==> config.mk <==
export PLATFORM = sky130hd
export DESIGN_NAME = adder_arbiter_flat
export DESIGN_NICKNAME = d
export VERILOG_FILES = /design/src/rtl/adder_arbiter_if.sv /design/src/rtl/adder_arbiter.sv /design/src/flat_wrapper.sv
export SDC_FILE = /design/constraint.sdc
export NUM_CORES = 1
export LEC_CHECK = 0
export ABC_AREA = 0
export CELL_PAD_IN_SITES_DETAIL_PLACEMENT = 1
export CELL_PAD_IN_SITES_GLOBAL_PLACEMENT = 1
export CORE_ASPECT_RATIO = 0.6
export CORE_MARGIN = 3
export CORE_UTILIZATION = 30
export DETAILED_ROUTE_END_ITERATION = 10
export GPL_ROUTABILITY_DRIVEN = 0
export PLACE_DENSITY = 0.94
export SETUP_SLACK_MARGIN = 0.5
export SYNTH_ARGS = -nofsm -noshare
export SYNTH_HDL_FRONTEND = slang
export SYNTH_SLANG_ARGS = --single-unit
==> constraint.sdc <==
create_clock -name clk -period 6.5 [get_ports clk]
set_clock_uncertainty 0.15 [all_clocks]
set_input_delay 1.95 -clock clk [delete_from_list [all_inputs] [get_ports clk]]
set_output_delay 1.95 -clock clk [all_outputs]
set_load 0.02 [all_outputs]
==> src/rtl/adder_arbiter_if.sv <==
// Requester/consumer bus for the round-robin adder arbiter: three requesters in,
// one registered sum result out.
interface adder_arbiter_if #(
    parameter int WIDTH = 32
);
    logic [2:0]         req;
    logic [3*WIDTH-1:0] in_a;
    logic [3*WIDTH-1:0] in_b;
    logic [2:0]         gnt;
    logic               out_valid;
    logic               out_ready;
    logic [WIDTH-1:0]   out_data;
    logic               out_carry;
    logic               out_ovf;
    logic [1:0]         out_tag;

    modport master (
        output req, in_a, in_b, out_ready,
        input  gnt, out_valid, out_data, out_carry, out_ovf, out_tag
    );

    modport slave (
        input  req, in_a, in_b, out_ready,
        output gnt, out_valid, out_data, out_carry, out_ovf, out_tag
    );
endinterface

==> src/rtl/adder_arbiter.sv <==
// Round-robin arbiter over three adder requesters feeding a single registered
// result stage with carry/overflow flags and a valid/ready output handshake.
module adder_arbiter #(
    parameter int WIDTH = 32
) (
    input  logic           clk,
    input  logic           rst_n,
    adder_arbiter_if.slave bus
);
    localparam int NREQ = 3;

    logic [NREQ-1:0]         gnt_p0;
    logic [1:0]              sel_p0;
    logic                    free_p0;
    logic signed [WIDTH-1:0] a_p0;
    logic signed [WIDTH-1:0] b_p0;
    logic [WIDTH:0]          sum_p0;
    logic [1:0]              ptr;

    logic                    vld_p1;
    logic [WIDTH-1:0]        data_p1;
    logic                    carry_p1;
    logic                    ovf_p1;
    logic [1:0]              tag_p1;

    // First set request at or after the pointer, wrapping 2 -> 0.
    function automatic logic [NREQ-1:0] rr_pick(input logic [NREQ-1:0] r, input logic [1:0] p);
        logic [NREQ-1:0] g;
        g = '0;
        case (p)
            2'd1:    g = r[1] ? 3'b010 : r[2] ? 3'b100 : r[0] ? 3'b001 : 3'b000;
            2'd2:    g = r[2] ? 3'b100 : r[0] ? 3'b001 : r[1] ? 3'b010 : 3'b000;
            default: g = r[0] ? 3'b001 : r[1] ? 3'b010 : r[2] ? 3'b100 : 3'b000;
        endcase
        return g;
    endfunction

    function automatic logic signed_ovf(input logic signed [WIDTH-1:0] a,
                                        input logic signed [WIDTH-1:0] b,
                                        input logic signed [WIDTH-1:0] s);
        return (a[WIDTH-1] == b[WIDTH-1]) && (s[WIDTH-1] != a[WIDTH-1]);
    endfunction

    // Stage p0: arbitration and operand select in the grant cycle
    assign free_p0 = !vld_p1 || bus.out_ready;

    always_comb begin
        gnt_p0 = '0;
        if (rst_n && free_p0) begin
            gnt_p0 = rr_pick(bus.req, ptr);
        end
    end

    always_comb begin
        sel_p0 = 2'd0;
        if (gnt_p0[1]) begin
            sel_p0 = 2'd1;
        end else if (gnt_p0[2]) begin
            sel_p0 = 2'd2;
        end
    end

    always_comb begin
        a_p0 = signed'(bus.in_a[0 +: WIDTH]);
        b_p0 = signed'(bus.in_b[0 +: WIDTH]);
        case (sel_p0)
            2'd1: begin
                a_p0 = signed'(bus.in_a[WIDTH +: WIDTH]);
                b_p0 = signed'(bus.in_b[WIDTH +: WIDTH]);
            end
            2'd2: begin
                a_p0 = signed'(bus.in_a[2*WIDTH +: WIDTH]);
                b_p0 = signed'(bus.in_b[2*WIDTH +: WIDTH]);
            end
            default: ;
        endcase
    end

    assign sum_p0 = {1'b0, $unsigned(a_p0)} + {1'b0, $unsigned(b_p0)};

    // Stage p1: result register; everything holds while stalled by backpressure
    always_ff @(posedge clk or negedge rst_n) begin
        if (!rst_n) begin
            vld_p1   <= 1'b0;
            data_p1  <= '0;
            carry_p1 <= 1'b0;
            ovf_p1   <= 1'b0;
            tag_p1   <= 2'd0;
            ptr      <= 2'd0;
        end else if (|gnt_p0) begin
            vld_p1   <= 1'b1;
            data_p1  <= sum_p0[WIDTH-1:0];
            carry_p1 <= sum_p0[WIDTH];
            ovf_p1   <= signed_ovf(a_p0, b_p0, signed'(sum_p0[WIDTH-1:0]));
            tag_p1   <= sel_p0;
            ptr      <= (sel_p0 == 2'd2) ? 2'd0 : sel_p0 + 2'd1;
        end else if (vld_p1 && bus.out_ready) begin
            vld_p1   <= 1'b0;
        end
    end

    assign bus.gnt       = gnt_p0;
    assign bus.out_valid = vld_p1;
    assign bus.out_data  = data_p1;
    assign bus.out_carry = carry_p1;
    assign bus.out_ovf   = ovf_p1;
    assign bus.out_tag   = tag_p1;
endmodule

==> src/flat_wrapper.sv <==
// flat-port wrapper written by rule: the top's interface ports become plain ports
module adder_arbiter_flat 
#(
    parameter int WIDTH = 32
)
  (clk, rst_n, bus_req, bus_in_a, bus_in_b, bus_out_ready, bus_gnt, bus_out_valid, bus_out_data, bus_out_carry, bus_out_ovf, bus_out_tag);
  adder_arbiter_if #(.WIDTH(WIDTH)) bus_i ();
  input  logic clk;
  input  logic rst_n;
  input wire logic [$bits(bus_i.req)-1:0] bus_req;
  input wire logic [$bits(bus_i.in_a)-1:0] bus_in_a;
  input wire logic [$bits(bus_i.in_b)-1:0] bus_in_b;
  input wire logic [$bits(bus_i.out_ready)-1:0] bus_out_ready;
  output wire logic [$bits(bus_i.gnt)-1:0] bus_gnt;
  output wire logic [$bits(bus_i.out_valid)-1:0] bus_out_valid;
  output wire logic [$bits(bus_i.out_data)-1:0] bus_out_data;
  output wire logic [$bits(bus_i.out_carry)-1:0] bus_out_carry;
  output wire logic [$bits(bus_i.out_ovf)-1:0] bus_out_ovf;
  output wire logic [$bits(bus_i.out_tag)-1:0] bus_out_tag;
  assign bus_i.req = bus_req;
  assign bus_i.in_a = bus_in_a;
  assign bus_i.in_b = bus_in_b;
  assign bus_i.out_ready = bus_out_ready;
  assign bus_gnt = bus_i.gnt;
  assign bus_out_valid = bus_i.out_valid;
  assign bus_out_data = bus_i.out_data;
  assign bus_out_carry = bus_i.out_carry;
  assign bus_out_ovf = bus_i.out_ovf;
  assign bus_out_tag = bus_i.out_tag;
  adder_arbiter #(.WIDTH(WIDTH)) u_core (.clk(clk), .rst_n(rst_n), .bus(bus_i));
endmodule
After elaboration in Yosys (flattened, before gate mapping)
Index checks and enable logic that the tools add are counted.
{"block": "totals", "reg_bits": 39, "input_bits": 198, "output_inout_bits": 40}
{"block": "classes", "add_sub_neg": 2, "n_eq_ne": 6, "n_mux": 18, "n_reduce_logical": 7}
{"operator": "$pmux 32 s2", "count": 2}
{"operator": "$add 32x32->33", "count": 1}
{"operator": "$mux 3", "count": 8}
{"operator": "$mux 2", "count": 4}
{"operator": "$pmux 3 s2", "count": 1}
{"operator": "$eq 2x1->1 const B", "count": 2}
{"operator": "$eq 2x2->1 const B", "count": 2}
{"operator": "$logic_and 1x1->1", "count": 3}
{"operator": "$mux 1", "count": 3}
{"operator": "$reduce_or 3->1", "count": 1}
{"operator": "$add 2x1->2 const B", "count": 1}
{"operator": "$reduce_bool 2->1", "count": 1}
{"operator": "$eq 1x1->1", "count": 1}
{"operator": "$logic_not 1->1", "count": 1}
{"operator": "$logic_or 1x1->1", "count": 1}
{"operator": "$ne 1x1->1", "count": 1}

Depth between registers and ports, before layout
Gate-level depths: netlist of the first run.
{"block": "depth", "ltp_word": 12, "mapped_depth": 19, "ltp_nobuf": 17}

Worst setup path before layout of the first run
OpenSTA, ideal clock, no wires.
{"block": "synth_path", "path_kind": "input -> register", "start": "input bus_out_ready", "end": "register u_core.data_p1[29] (netlist: u_core.bus.out_data[29])", "arrival_time_ps": 5060, "t_required_ps": 6222, "slack_ps": 1161, "path_stages": 16, "n_path_buf": 2, "cell_sequence": "nand2b_1 > o311ai_1 > nor2_1 > and2_1 > buf_2 > clkbuf_1 > a222oi_1 > inv_1 > ha_1 > a211oi_1 > o21ai_2 > a2111oi_2 > nor3_2 > and4b_1 > a2111o_1 > o211ai_2"}
{"block": "synth_via", "elab_chain_len": 8}
{"item": "from (decl)", "line": "flat_wrapper.sv:13", "text": "input wire logic [$bits(bus_i.out_ready)-1:0] bus_out_ready;"}
{"item": "$logic_or 1x1->1 *", "line": "adder_arbiter.sv:45", "text": "assign free_p0 = !vld_p1 || bus.out_ready;"}
{"item": "$logic_and 1x1->1 *", "line": "adder_arbiter.sv:49", "text": "if (rst_n && free_p0) begin"}
{"item": "$mux 3 *", "line": "adder_arbiter.sv:49"}
{"item": "named net bus_gnt[2]", "line": "flat_wrapper.sv:14", "text": "output wire logic [$bits(bus_i.gnt)-1:0] bus_gnt;"}
{"item": "$mux 2", "line": "adder_arbiter.sv:58", "text": "end else if (gnt_p0[2]) begin"}
{"item": "$mux 2", "line": "adder_arbiter.sv:56", "text": "if (gnt_p0[1]) begin"}
{"item": "$eq 2x2->1 / $eq 2x1->1 (equally long branches)", "line": "adder_arbiter.sv:66", "text": "case (sel_p0)"}
{"item": "$pmux 32 s2", "line": "adder_arbiter.sv:66"}
{"item": "$add 32x32->33", "line": "adder_arbiter.sv:79", "text": "assign sum_p0 = {1'b0, $unsigned(a_p0)} + {1'b0, $unsigned(b_p0)};"}
{"item": "to (signal assigned)", "line": "adder_arbiter.sv:92", "text": "data_p1 <= sum_p0[WIDTH-1:0];"}
{"item": "to (decl)", "line": "adder_arbiter.sv:21", "text": "logic [WIDTH-1:0] data_p1;"}
Mark *: on every way through the listed nets, which the timed path passes. The rest lies on a longest branch.
A chain may end at the register's enable or synchronous reset.

Final worst setup path of the first run
{"block": "layout_path", "start": "input bus_out_ready", "end": "output bus_gnt[0]"}
{"block": "layout_via", "elab_chain_len": 3}
{"item": "$logic_or 1x1->1", "line": "adder_arbiter.sv:45"}
{"item": "$logic_and 1x1->1", "line": "adder_arbiter.sv:49"}
{"item": "$mux 3", "line": "adder_arbiter.sv:49"}
{"item": "to (decl)", "line": "flat_wrapper.sv:14"}
No other way between the ends.

==> impl_table.tex, run 1 <==
\begin{tabular}{lr}
\hline
Metric & Value \\
\hline
\multicolumn{2}{l}{\textbf{Status}} \\
Result of the run & finished, final reports clean \\
\multicolumn{2}{l}{\textbf{CTS}} \\
Root Buffer Master & clkbuf\_16 \\
Clock tree sinks & 38 \\
Clock Path Buffers & 2 \\
Count of H-tree levels built during CTS & 2 \\
TritonCTS clock tree & yes \\
CTS Buf Count & 5 \\
Clock transition time at the flip-flop clock pins of the worst setup and hold paths & 60 ps \\
Worst-Skew Late Latency & 290 ps \\
\multicolumn{2}{l}{\textbf{Place}} \\
Estimated wirelength of the detail-placed design & 16,300 um \\
Port buffer count & 237 \\
Total instance count after detailed placement & 968 \\
Worst slack at placement & 63.0 ps \\
\multicolumn{2}{l}{\textbf{Timing}} \\
Final Slew Violations & 0 \\
Final critical-path required period & 5860 ps \\
Setup TNS & 0 ps \\
Max-Slew Margin vs Limit & 43.9\% \\
Final hold vios & 0 \\
Final setup viols & 0 \\
Upper clock frequency limit & 171 MHz \\
Final critical-path setup slack & 637 ps \\
Transition time at the pin with the least slew margin & 842 ps \\
Unrepaired setup endpoints after global routing & true \\
Ratio of final minimum period to clock period & 90.2\% \\
\multicolumn{2}{l}{\textbf{Final layout}} \\
Number of standard cells in the layout, taps in and fillers out & 984 \\
Share of cells above drive strength 1 & 8.84\% \\
Fillers & 1,652 \\
Diodes inserted & 0 \\
Nets & 1,024 \\
Total area of sequential cells & 951 sq um \\
Multi-input logic area & 3140 sq um \\
Layout-stage area growth over the synthesis result & 66.8\% \\
\multicolumn{2}{l}{\textbf{Worst setup path}} \\
Setup Crit Path Kind & in2out \\
Category of the worst setup path launch point & primary input \\
Req. time, crit path & 4400 ps \\
Arr. time, crit path & 3760 ps \\
Kind of capture point of the worst setup path & primary output \\
CP Max Fanout & 4 \\
\multicolumn{2}{l}{\textbf{Floorplanning}} \\
Row Count & 33 \\
Die Footprint & 16,200 sq um \\
I/O pin cnt & 238 \\
CORE AREA & 14,000 sq um \\
Horizontal extent of the die & 162 um \\
Initial cell density of the core & 31.4\% \\
Die height & 99.7 um \\
\multicolumn{2}{l}{\textbf{Logic synthesis}} \\
Post-synthesis cell count & 565 \\
Top post-synthesis cells by area & dfrtp\_1, a222oi\_1, ha\_1 \\
Count of different cell masters after synthesis & 70 \\
Prevailing post-synth register cell & dfrtp\_1 \\
Average footprint of a synthesized cell & 7.77 sq um \\
Synthesis Warnings & 0 \\
Number of nets in the synthesized netlist & 798 \\
Proportion of netlist area held by the largest area contributor & 21.7\% \\
Number of enable flip-flop cells after synthesis & 0 \\
Register bit count reported by yosys & 38 \\
Fraction of registers with async set or reset after synthesis & 100\% \\
Synthesized area & 4390 sq um \\
Fraction of the yosys area taken by sequential cells & 21.7\% \\
Most area-hungry cell type in the Yosys netlist & dfrtp\_1 \\
\multicolumn{2}{l}{\textbf{Hold path}} \\
Worst hold path type & reg2reg \\
\multicolumn{2}{l}{\textbf{Route}} \\
Drc violations & 0 \\
Detailed Route WL & 21,900 um \\
Iteration-0 DRC Markers & 585 \\
Via count of the routed design & 5,767 \\
Via density per instance & 5.86 \\
Antenna viol nets, final & 0 \\
Pre-Repair DR Iteration Count & 7 \\
Detailed-route wire length per cell & 22.3 um \\
\multicolumn{2}{l}{\textbf{Power}} \\
Lkg Pwr & 0.00318 uW \\
Power per unit of standard cell area & 464 nW/um\^{}2 \\
VDD IR max & 186 uV \\
\multicolumn{2}{l}{\textbf{Global routing}} \\
Wire length of the first global-routing pass & 32,500 um \\
Initial antenna violation count & 0 \\
Vias in the first global route & 5,902 \\
Congestion Overflow GR & 0 \\
Global-route total usage across every layer & 25.3\% \\
Largest net degree at the start of global routing & 44 \\
\multicolumn{2}{l}{\textbf{Job}} \\
Max-cap check violation count & 0 \\
\hline
\end{tabular}
## routing by layer
| layer | wire [um] | global-route usage, % | vias up |
|---|---|---|---|
| li1 | - | - | 2607 |
| met1 | 9600 | 34.1 | 2836 |
| met2 | 10000 | 41.3 | 299 |
| met3 | 2030 | 6.95 | 25 |
| met4 | 269 | 4.19 | 0 |
| met5 | 0 | 0 | - |
## layout by cell type, fill, tap and decap left out, types with 4 or more instances in the layout
cell             count
o211ai_1             4
ha_1                31
xor2_1              14
nand3_1              8
dfrtp_1             38
inv_1               79
nand4_1              5
a211oi_1             6
a222oi_1            63
buf_4               15
xnor2_1             10
a31oi_1              4
o21bai_1             6
or3_1                5
o21ai_0             41
a21oi_2              4
nor2b_1              4
nand2_1             62
nor2_1              17
clkdlybuf4s50_1    232
a21o_1              11
clkbuf_16            5
and3_1               5
a21oi_1             30
## Yosys cell counts, drive strengths merged, types with 4 or more instances
cell type and instances:
nor2b 4, buf 14, a31oi 4, nor3 4
inv 79, nor2 18, nand2b 4, a21oi 35
and3 9, o21ai 47, o211ai 5, or3 5
xor2 14, nand3 9, nand4 6, o21bai 7
a222oi 63, clkbuf 23, a21o 12, dfrtp 38
a211oi 10, and2 6, nand2 62, xnor2 10
ha 34
## area by class of cell
class	instances	area share, %
multi-input combinational	413	42.9
timing repair buffer	254	34.5
sequential	38	13.0
clock inverter	3	0.616
clock buffer	5	1.71
inverter	79	4.05
tap	192	3.28
## cell families after synthesis
group | count (synthesis) | share of synthesized area [%]
xor gates and xnor gates | 24 | 4.79
adders and majority gates | 35 | 10.2
and+or+nand+nor | 137 | 15.6
AOI/OAI and AO/OA | 215 | 37.2
buffers and inverters | 116 | 10.6
DFF | 38 | 21.7
## through the flow
stage / power, uW / area, sq um / utilization [%] / hold WS, ps
after global routing: 3630 / 7320 / 52.4 / 354
final: 3400 / 7320 / 52.4 / 327
after CTS: 3240 / 7170 / 51.4 / 331
after detailed placement: 2880 / 6930 / 49.7 / 317
after global placement: 2780 / 6930 / 49.7 / 311
after floorplan: 2040 / 4390 / - / 340
## sequential cells by signal, summed over array words and instances (netlist names)
signal and cells:
u_core.bus.out_carry 1, u_core.bus.out_data 32, u_core.bus.out_ovf 1, u_core.bus.out_tag 1, u_core.bus.out_valid 1, u_core.ptr 2
## where the power goes
part | internal, uW | leakage, uW | switching, uW | total [uW]
Combinational | 1100 | 0.00263 | 1570 | 2670
Sequential | 359 | 0.000470 | 74.4 | 433
Clock | 181 | 0.0000760 | 111 | 292
Total | 1640 | 0.00318 | 1750 | 3400
## path summary, 6_finish.rpt
check	cells past startpoint	slack [ps]	to	from
worst max-delay path	5	640	bus_gnt[0]	bus_out_ready
worst min-delay path	2	330	u_core.bus.out_data[31]	u_core.bus.out_data[31]
worst max register to register	18	1760	u_core.bus.out_data[24]	u_core.ptr[1]
worst min register to register	2	330	u_core.bus.out_data[31]	u_core.bus.out_data[31]
max in group asynchronous	2	4370	u_core.bus.out_tag[1]	rst_n
min in group asynchronous	2	1540	u_core.bus.out_data[0]	rst_n
## critical path, cell delays in order
cell and delay (ps):
clkdlybuf4s50_1 460, nand2b_2 180, o311ai_2 140, a211oi_1 350
clkdlybuf4s50_1 680
## timing repair
action                                  4_1_cts  5_1_grt
resized for setup                             7       25
endpoints found under the setup margin       13       22
hold buffers                                  0        0
buffers inserted                              3        3
gates cloned                                  2        0
pin swaps                                     2        5
Power figures use the tool's default switching activity.
==> run 2: changes to the inputs <==
--- a/config.mk
+++ b/config.mk
@@ -14,6 +14,7 @@
 export DETAILED_ROUTE_END_ITERATION = 10
 export GPL_ROUTABILITY_DRIVEN = 0
 export PLACE_DENSITY = 0.94
+export RECOVER_POWER = 50
 export SETUP_SLACK_MARGIN = 0.5
 export SYNTH_ARGS = -nofsm -noshare
 export SYNTH_HDL_FRONTEND = slang
==> run 2 against run 1 <==
  * Clock power about the same
  * Hold slack got worse by 3.0 ps
  * First-iteration DRC count decreased by 0.85%
  * Clock-buffer cell count unchanged
  * Total power decreased by 0.75%
  * Largest power group unchanged
  * Largest cell class unchanged
  * Highest routed layer unchanged
  * Combinational power about the same
==> impl_table.tex, run 2 (synthesis results as in run 1) <==
\begin{tabular}{lr}
\hline
Metric & Value \\
\hline
\multicolumn{2}{l}{\textbf{Status}} \\
Result of the run & finished, final reports clean \\
\multicolumn{2}{l}{\textbf{Worst setup path}} \\
Logic depth of the worst register-to-register path & 17 (-1) \\
Req. time, crit path & 6520 ps (+2120 ps) \\
Arr. time, crit path & 5900 ps (+2140 ps) \\
Launching point of the worst reg2reg path & u\_core.ptr[1] \\
Setup Crit Path Kind & in2reg \\
CP Max Fanout & 8 (+4) \\
Kind of capture point of the worst setup path & flop \\
Category of the worst setup path launch point & primary input \\
Reg-to-reg slack, setup & 1750 ps (about the same) \\
Worst reg2reg path endpoint & u\_core.bus.out\_data[24] \\
\multicolumn{2}{l}{\textbf{Route}} \\
Drc violations & 0 (unchanged) \\
Via density per instance & 5.85 (-0.17\%) \\
Detailed Route WL & 21,900 um (about the same) \\
Iteration-0 DRC Markers & 580 (-0.85\%) \\
Detailed-route wire length per cell & 22.3 um (about the same) \\
Antenna viol nets, final & 0 (unchanged) \\
Via count of the routed design & 5,757 (-0.17\%) \\
Pre-Repair DR Iteration Count & 6 (-1) \\
\multicolumn{2}{l}{\textbf{Timing}} \\
Final setup viols & 0 (unchanged) \\
Max-Slew Margin vs Limit & 25.4\% (-18 points) \\
Transition time at the pin with the least slew margin & 1120 ps (+277 ps) \\
Final hold vios & 0 (unchanged) \\
Final critical-path required period & 5880 ps (+13.4 ps) \\
Upper clock frequency limit & 170 MHz (-0.23\%) \\
Post-Route Hold Slack & 324 ps (-3.03 ps) \\
Ratio of final minimum period to clock period & 90.4\% (+0.21 points) \\
Setup TNS & 0 ps (unchanged) \\
Final Slew Violations & 0 (unchanged) \\
Unrepaired setup endpoints after global routing & true \\
\multicolumn{2}{l}{\textbf{Global routing}} \\
Largest net degree at the start of global routing & 44 (unchanged) \\
Initial antenna violation count & 0 (unchanged) \\
Global Route met2 Usage & 41.3\% (unchanged) \\
GR Util met1 & 34.1\% (unchanged) \\
Global-route total usage across every layer & 25.3\% (unchanged) \\
Routing usage on met3 & 6.95\% (unchanged) \\
Vias in the first global route & 5,902 (unchanged) \\
Congestion Overflow GR & 0 (unchanged) \\
Most used routing layer in global routing & met2 \\
Wire length of the first global-routing pass & 32,500 um (unchanged) \\
\multicolumn{2}{l}{\textbf{CTS}} \\
Root Buffer Master & clkbuf\_16 \\
TritonCTS clock tree & yes \\
Clock Path Buffers & 2 (unchanged) \\
Clock transition time at the flip-flop clock pins of the worst setup and hold paths & 60 ps (about the same) \\
Count of H-tree levels built during CTS & 2 (unchanged) \\
Clock tree sinks & 38 (unchanged) \\
Worst-Skew Late Latency & 290 ps (about the same) \\
CTS Buf Count & 5 (unchanged) \\
Number of hold-repair buffers added at the cts stage & 0 (unchanged) \\
\multicolumn{2}{l}{\textbf{Hold path}} \\
Min-delay src & u\_core.bus.out\_data[31] \\
Worst hold path type & reg2reg \\
Endpoint, Worst Hold & u\_core.bus.out\_data[31] \\
Instance count along the most critical hold path & 2 (unchanged) \\
\multicolumn{2}{l}{\textbf{Floorplanning}} \\
Horizontal extent of the die & 162 um (unchanged) \\
Die height & 99.7 um (unchanged) \\
I/O pin cnt & 238 (unchanged) \\
CORE AREA & 14,000 sq um (unchanged) \\
Initial cell density of the core & 31.4\% (unchanged) \\
Row Count & 33 (unchanged) \\
Die Footprint & 16,200 sq um (unchanged) \\
\multicolumn{2}{l}{\textbf{Final layout}} \\
Number of flip-flops under the largest register name & 32 (unchanged) \\
Commonest non-fill, non-tap cell in the layout & clkdlybuf4s50\_1 \\
Layout-stage area growth over the synthesis result & 66.6\% (about the same) \\
Share of cells above drive strength 1 & 8.59\% (-0.25 points) \\
Nets & 1,024 (unchanged) \\
Diodes inserted & 0 (unchanged) \\
Top library cells by usage in the layout, fill and taps aside & clkdlybuf4s50\_1, inv\_1, a222oi\_1, nand2\_1, o21ai\_0 \\
Fillers & 1,654 (+0.12\%) \\
\multicolumn{2}{l}{\textbf{Place}} \\
Port buffer count & 237 (unchanged) \\
Estimated wirelength of the detail-placed design & 16,300 um (unchanged) \\
\multicolumn{2}{l}{\textbf{Power}} \\
Lkg Pwr & 0.00320 uW (+0.58\%) \\
VDD IR max & 185 uV (-0.60\%) \\
Power per unit of standard cell area & 461 nW/um\^{}2 (-0.68\%) \\
\multicolumn{2}{l}{\textbf{Job}} \\
Max-cap check violation count & 0 (unchanged) \\
\hline
\end{tabular}
run 2: cell count changes in the layout (fill, tap and decap cells not counted), sizes merged:
cell / change
buf: -2
dlygate4sd3: +20
clkdlybuf4s50: -20
clkbuf: +2
run 2: report_power, final:
part           internal (uW)  switching, uW  total, uW  leakage (uW)
clock network            181            111        293     0.0000760
logic                   1080           1570       2650       0.00265
registers                359           71.3        430      0.000470
total                   1620           1750       3370       0.00320
run 2: per-stage QoR:
stage	cell area (sq um)	instances	total power, uW	utilization [%]	setup WS (ps)
floorplan	4390	565	2040	-	1160
global placement	6930	968	2780	49.7	241
detailed placement	6930	968	2880	49.7	63.0
CTS	7170	981	3240	51.4	517
global route	7310	984	3610	52.4	463
finish	7310	984	3370	52.4	624
run 2: how the worst max path moves through the flow:
stage | to | from
after detailed placement | u_core.bus.out_data[30] | bus_req[2]
after floorplan | u_core.bus.out_data[29] | bus_out_ready
after CTS | u_core.bus.out_data[30] | bus_req[2]
after global placement | u_core.bus.out_data[28] | bus_out_ready
final | u_core.bus.out_data[24] | bus_out_ready
after global routing | u_core.bus.out_data[30] | bus_out_ready
run 2: repair_timing:
item                                    4_1_cts  5_1_grt
endpoints found under the setup margin       13       22
resized for setup                             7       25
cloned                                        2        0
setup buffers                                 3        3
pin swaps                                     2        5
run 2: area by class of cell:
type | instances | area, sq um | share of cell area (%)
clock buffer | 5 | 125 | 1.71
clock inverter | 3 | 45.0 | 0.616
sequential | 38 | 951 | 13.0
tap | 192 | 240 | 3.29
multi-input combinational | 413 | 3140 | 42.9
timing repair buffer | 254 | 2520 | 34.4
inverter | 79 | 297 | 4.06
run 2: metal layers:
layer	vias up	part of all wire, %
met4	0	1.3
li1	2603	-
met3	27	9.8
met5	-	0
met1	2823	43
met2	304	46
run 2: worst max-delay path, stage by stage:
cell and delay [ps]:
clkdlybuf4s50_1 460, nand2b_2 180, o311ai_4 200, a221o_4 470, a222oi_1 390, inv_1 100
ha_1 260, fa_2 400, a21oi_4 220, o211ai_1 220, nand2_1 190, a31o_2 200
nand2_1 120, a21o_1 210, a221o_1 300
==> run 3: changes to the inputs <==
--- a/config.mk
+++ b/config.mk
@@ -15,7 +15,9 @@
 export GPL_ROUTABILITY_DRIVEN = 0
 export PLACE_DENSITY = 0.94
 export RECOVER_POWER = 50
+export REMOVE_ABC_BUFFERS = 1
 export SETUP_SLACK_MARGIN = 0.5
+export SKIP_LAST_GASP = 1
 export SYNTH_ARGS = -nofsm -noshare
 export SYNTH_HDL_FRONTEND = slang
 export SYNTH_SLANG_ARGS = --single-unit
==> run 3 against run 2 <==
  * Cell count down 1.1%
  * Combinational power down 6%
  * Die area unchanged
  * The flow now finishes with violations (max-capacitance violations, max-slew violations)
  * Routed wire length down 15%
  * Maximum frequency down 2.6%
  * Global-route usage down 3.5 points
  * First-iteration DRC count down 11%
  * Via count down 5.5%
  * Register-to-register slack better by 240 ps
  * Total power down 5.0%
  * Sequential power about the same
  * Highest routed layer unchanged
==> impl_table.tex, run 3 (synthesis results as in run 1) <==
\begin{tabular}{lr}
\hline
Metric & Value \\
\hline
\multicolumn{2}{l}{\textbf{Status}} \\
Result of the run & finished with violations \\
Violated checks & max-capacitance violations, max-slew violations \\
\multicolumn{2}{l}{\textbf{Worst setup path}} \\
Setup Crit Path Kind & in2out \\
Arr. time, crit path & 3930 ps (-1970 ps) \\
Highest-delay cell along the critical path & clkdlybuf4s50\_1 \\
Critical path, cell by cell & clkdlybuf4s50\_1 > nand2b\_2 > o311ai\_2 > a211oi\_1 > clkdlybuf4s50\_1 \\
CP Max Fanout & 4 (-4) \\
Req. time, crit path & 4400 ps (-2120 ps) \\
Worst path max stage delay & 720 ps (+250 ps) \\
Category of the worst setup path launch point & primary input \\
Worst path bufs/invs & 2 (unchanged) \\
Largest delay contributor family on the critical path & buffers and inverters \\
Kind of capture point of the worst setup path & primary output \\
Top cell by count, worst path & clkdlybuf4s50\_1 \\
\multicolumn{2}{l}{\textbf{Place}} \\
Estimated wirelength of the detail-placed design & 15,000 um (-7.9\%) \\
Total instance count after detailed placement & 964 (-0.41\%) \\
Port buffer count & 237 (unchanged) \\
\multicolumn{2}{l}{\textbf{Timing}} \\
Final hold vios & 0 (unchanged) \\
Upper clock frequency limit & 166 MHz (-2.6\%) \\
Unrepaired setup endpoints after global routing & true \\
Ratio of final minimum period to clock period & 92.8\% (+2.4 points) \\
Final critical-path required period & 6030 ps (+155 ps) \\
Final Slew Violations & 35 (+35) \\
Max-Slew Margin vs Limit & -35.9\% (-61 points) \\
Transition time at the pin with the least slew margin & 2040 ps (+920 ps) \\
Final setup viols & 0 (unchanged) \\
\multicolumn{2}{l}{\textbf{CTS}} \\
Count of H-tree levels built during CTS & 2 (unchanged) \\
CTS Buf Count & 5 (unchanged) \\
TritonCTS clock tree & yes \\
Clock transition time at the flip-flop clock pins of the worst setup and hold paths & 60 ps (about the same) \\
Root Buffer Master & clkbuf\_16 \\
Clock tree sinks & 38 (unchanged) \\
Worst-Skew Late Latency & 280 ps (about the same) \\
Clock Path Buffers & 2 (unchanged) \\
\multicolumn{2}{l}{\textbf{Final layout}} \\
Layout-stage area growth over the synthesis result & 63.0\% \\
Number of standard cells in the layout, taps in and fillers out & 973 (-1.1\%) \\
Diodes inserted & 0 (unchanged) \\
Number of flip-flops under the largest register name & 32 (unchanged) \\
Nets & 1,013 (-1.1\%) \\
Total area of sequential cells & 951 sq um (unchanged) \\
Final Core Density & 51.3\% (-1.1 points) \\
Top library cells by usage in the layout, fill and taps aside & clkdlybuf4s50\_1, inv\_1, a222oi\_1, nand2\_1, o21ai\_0 \\
Fillers & 1,665 (+0.67\%) \\
Multi-input logic area & 3050 sq um (-2.6\%) \\
Share of cells above drive strength 1 & 6.53\% (-2.1 points) \\
Commonest non-fill, non-tap cell in the layout & clkdlybuf4s50\_1 \\
\multicolumn{2}{l}{\textbf{Global routing}} \\
Wire length of the first global-routing pass & 29,100 um (-11\%) \\
Largest net degree at the start of global routing & 66 (+50\%) \\
Vias in the first global route & 5,639 (-4.5\%) \\
Congestion Overflow GR & 0 (unchanged) \\
Global-route total usage across every layer & 21.8\% (-3.5 points) \\
Initial antenna violation count & 0 (unchanged) \\
\multicolumn{2}{l}{\textbf{Power}} \\
Lkg Pwr & 0.00312 uW (-2.3\%) \\
Switching pwr & 1620 uW (-7.3\%) \\
Power per unit of standard cell area & 448 nW/um\^{}2 (-2.9\%) \\
Proportion of power drawn by flip-flops and latches & 13.4\% (+0.6 points) \\
VDD IR max & 134 uV (-27\%) \\
Clock network fraction of total power & 8.8\% (about the same) \\
Internal power of the cells & 1580 uW (-2.6\%) \\
Gate power share & 77.8\% (-0.8 points) \\
Switching share of power & 50.7\% (-1.2 points) \\
\multicolumn{2}{l}{\textbf{Hold path}} \\
Worst hold path type & reg2reg \\
\multicolumn{2}{l}{\textbf{Floorplanning}} \\
Initial cell density of the core & 31.4\% (unchanged) \\
Die Footprint & 16,200 sq um (unchanged) \\
Die height & 99.7 um (unchanged) \\
I/O pin cnt & 238 (unchanged) \\
Horizontal extent of the die & 162 um (unchanged) \\
Row Count & 33 (unchanged) \\
CORE AREA & 14,000 sq um (unchanged) \\
\multicolumn{2}{l}{\textbf{Route}} \\
Via count of the routed design & 5,443 (-5.5\%) \\
Antenna viol nets, final & 0 (unchanged) \\
Iteration-0 DRC Markers & 518 (-11\%) \\
Detailed-route wire length per cell & 19.1 um (-14\%) \\
Via density per instance & 5.59 (-4.4\%) \\
Drc violations & 0 (unchanged) \\
Pre-Repair DR Iteration Count & 6 (unchanged) \\
Detailed Route WL & 18,600 um (-15\%) \\
\multicolumn{2}{l}{\textbf{Job}} \\
Max-cap check violation count & 1 (+1) \\
\hline
\end{tabular}
run 3: power by group through the flow:
stage          sequential [uW]  combinational [uW]  clock (uW)
2_1_floorplan              555                1430           0
3_5_place_dp               433                2430           0
6_report                   428                2490         282
5_1_grt                    443                2730         296
3_3_place_gp               428                2360           0
4_1_cts                    430                2450         287
run 3: final timing paths:
path | slack, ps | endpoint | cells after the start | from
worst max-delay path | 470 | bus_gnt[0] | 5 | bus_out_ready
worst min-delay path | 320 | u_core.bus.out_data[14] | 2 | u_core.bus.out_data[14]
worst max register to register | 1990 | u_core.bus.out_data[24] | 17 | u_core.ptr[1]
worst min register to register | 320 | u_core.bus.out_data[14] | 2 | u_core.bus.out_data[14]
max in group asynchronous | 2440 | u_core.bus.out_data[15] | 2 | rst_n
min in group asynchronous | 1480 | u_core.bus.out_valid | 1 | rst_n
run 3: stage by stage:
step	worst slack (ps)	total power, uW	setup TNS, ps	cell area (sq um)	hold WS, ps
floorplan	-430	1980	-5580	4220	340
global placement	353	2790	0	6920	308
detailed placement	209	2860	0	6920	315
CTS	511	3160	0	7080	328
global route	304	3470	0	7150	352
finish	469	3200	0	7150	323
run 3: layout make-up:
class,instances,share of cell area [%]
multi-input cells,411,42.7
repair buffers,245,34.2
flip-flops and latches,38,13.3
inverters,79,4.15
well taps,192,3.36
clock buffers,5,1.75
clock inverters,3,0.560
run 3: worst min-delay path, stage by stage, from the launching register on:
cell     delay, ps
dfrtp_1        330
nand2_1         40
o21ai_0         60
run 3: per-layer routing:
metal	up-vias	part of all wire, %	GRT usage, %
li1	2577	-	-
met1	2631	45	29.2
met2	227	46	36.5
met3	8	8.8	5.70
met4	0	0.39	2.69
met5	-	0	0
run 3: timing repair:
item | CTS | global route
gates resized for setup | 2 | 16
pin swaps | 0 | 5
setup endpoints to repair | 2 | 21
buffers inserted | 0 | 1
hold buffers | 0 | 0
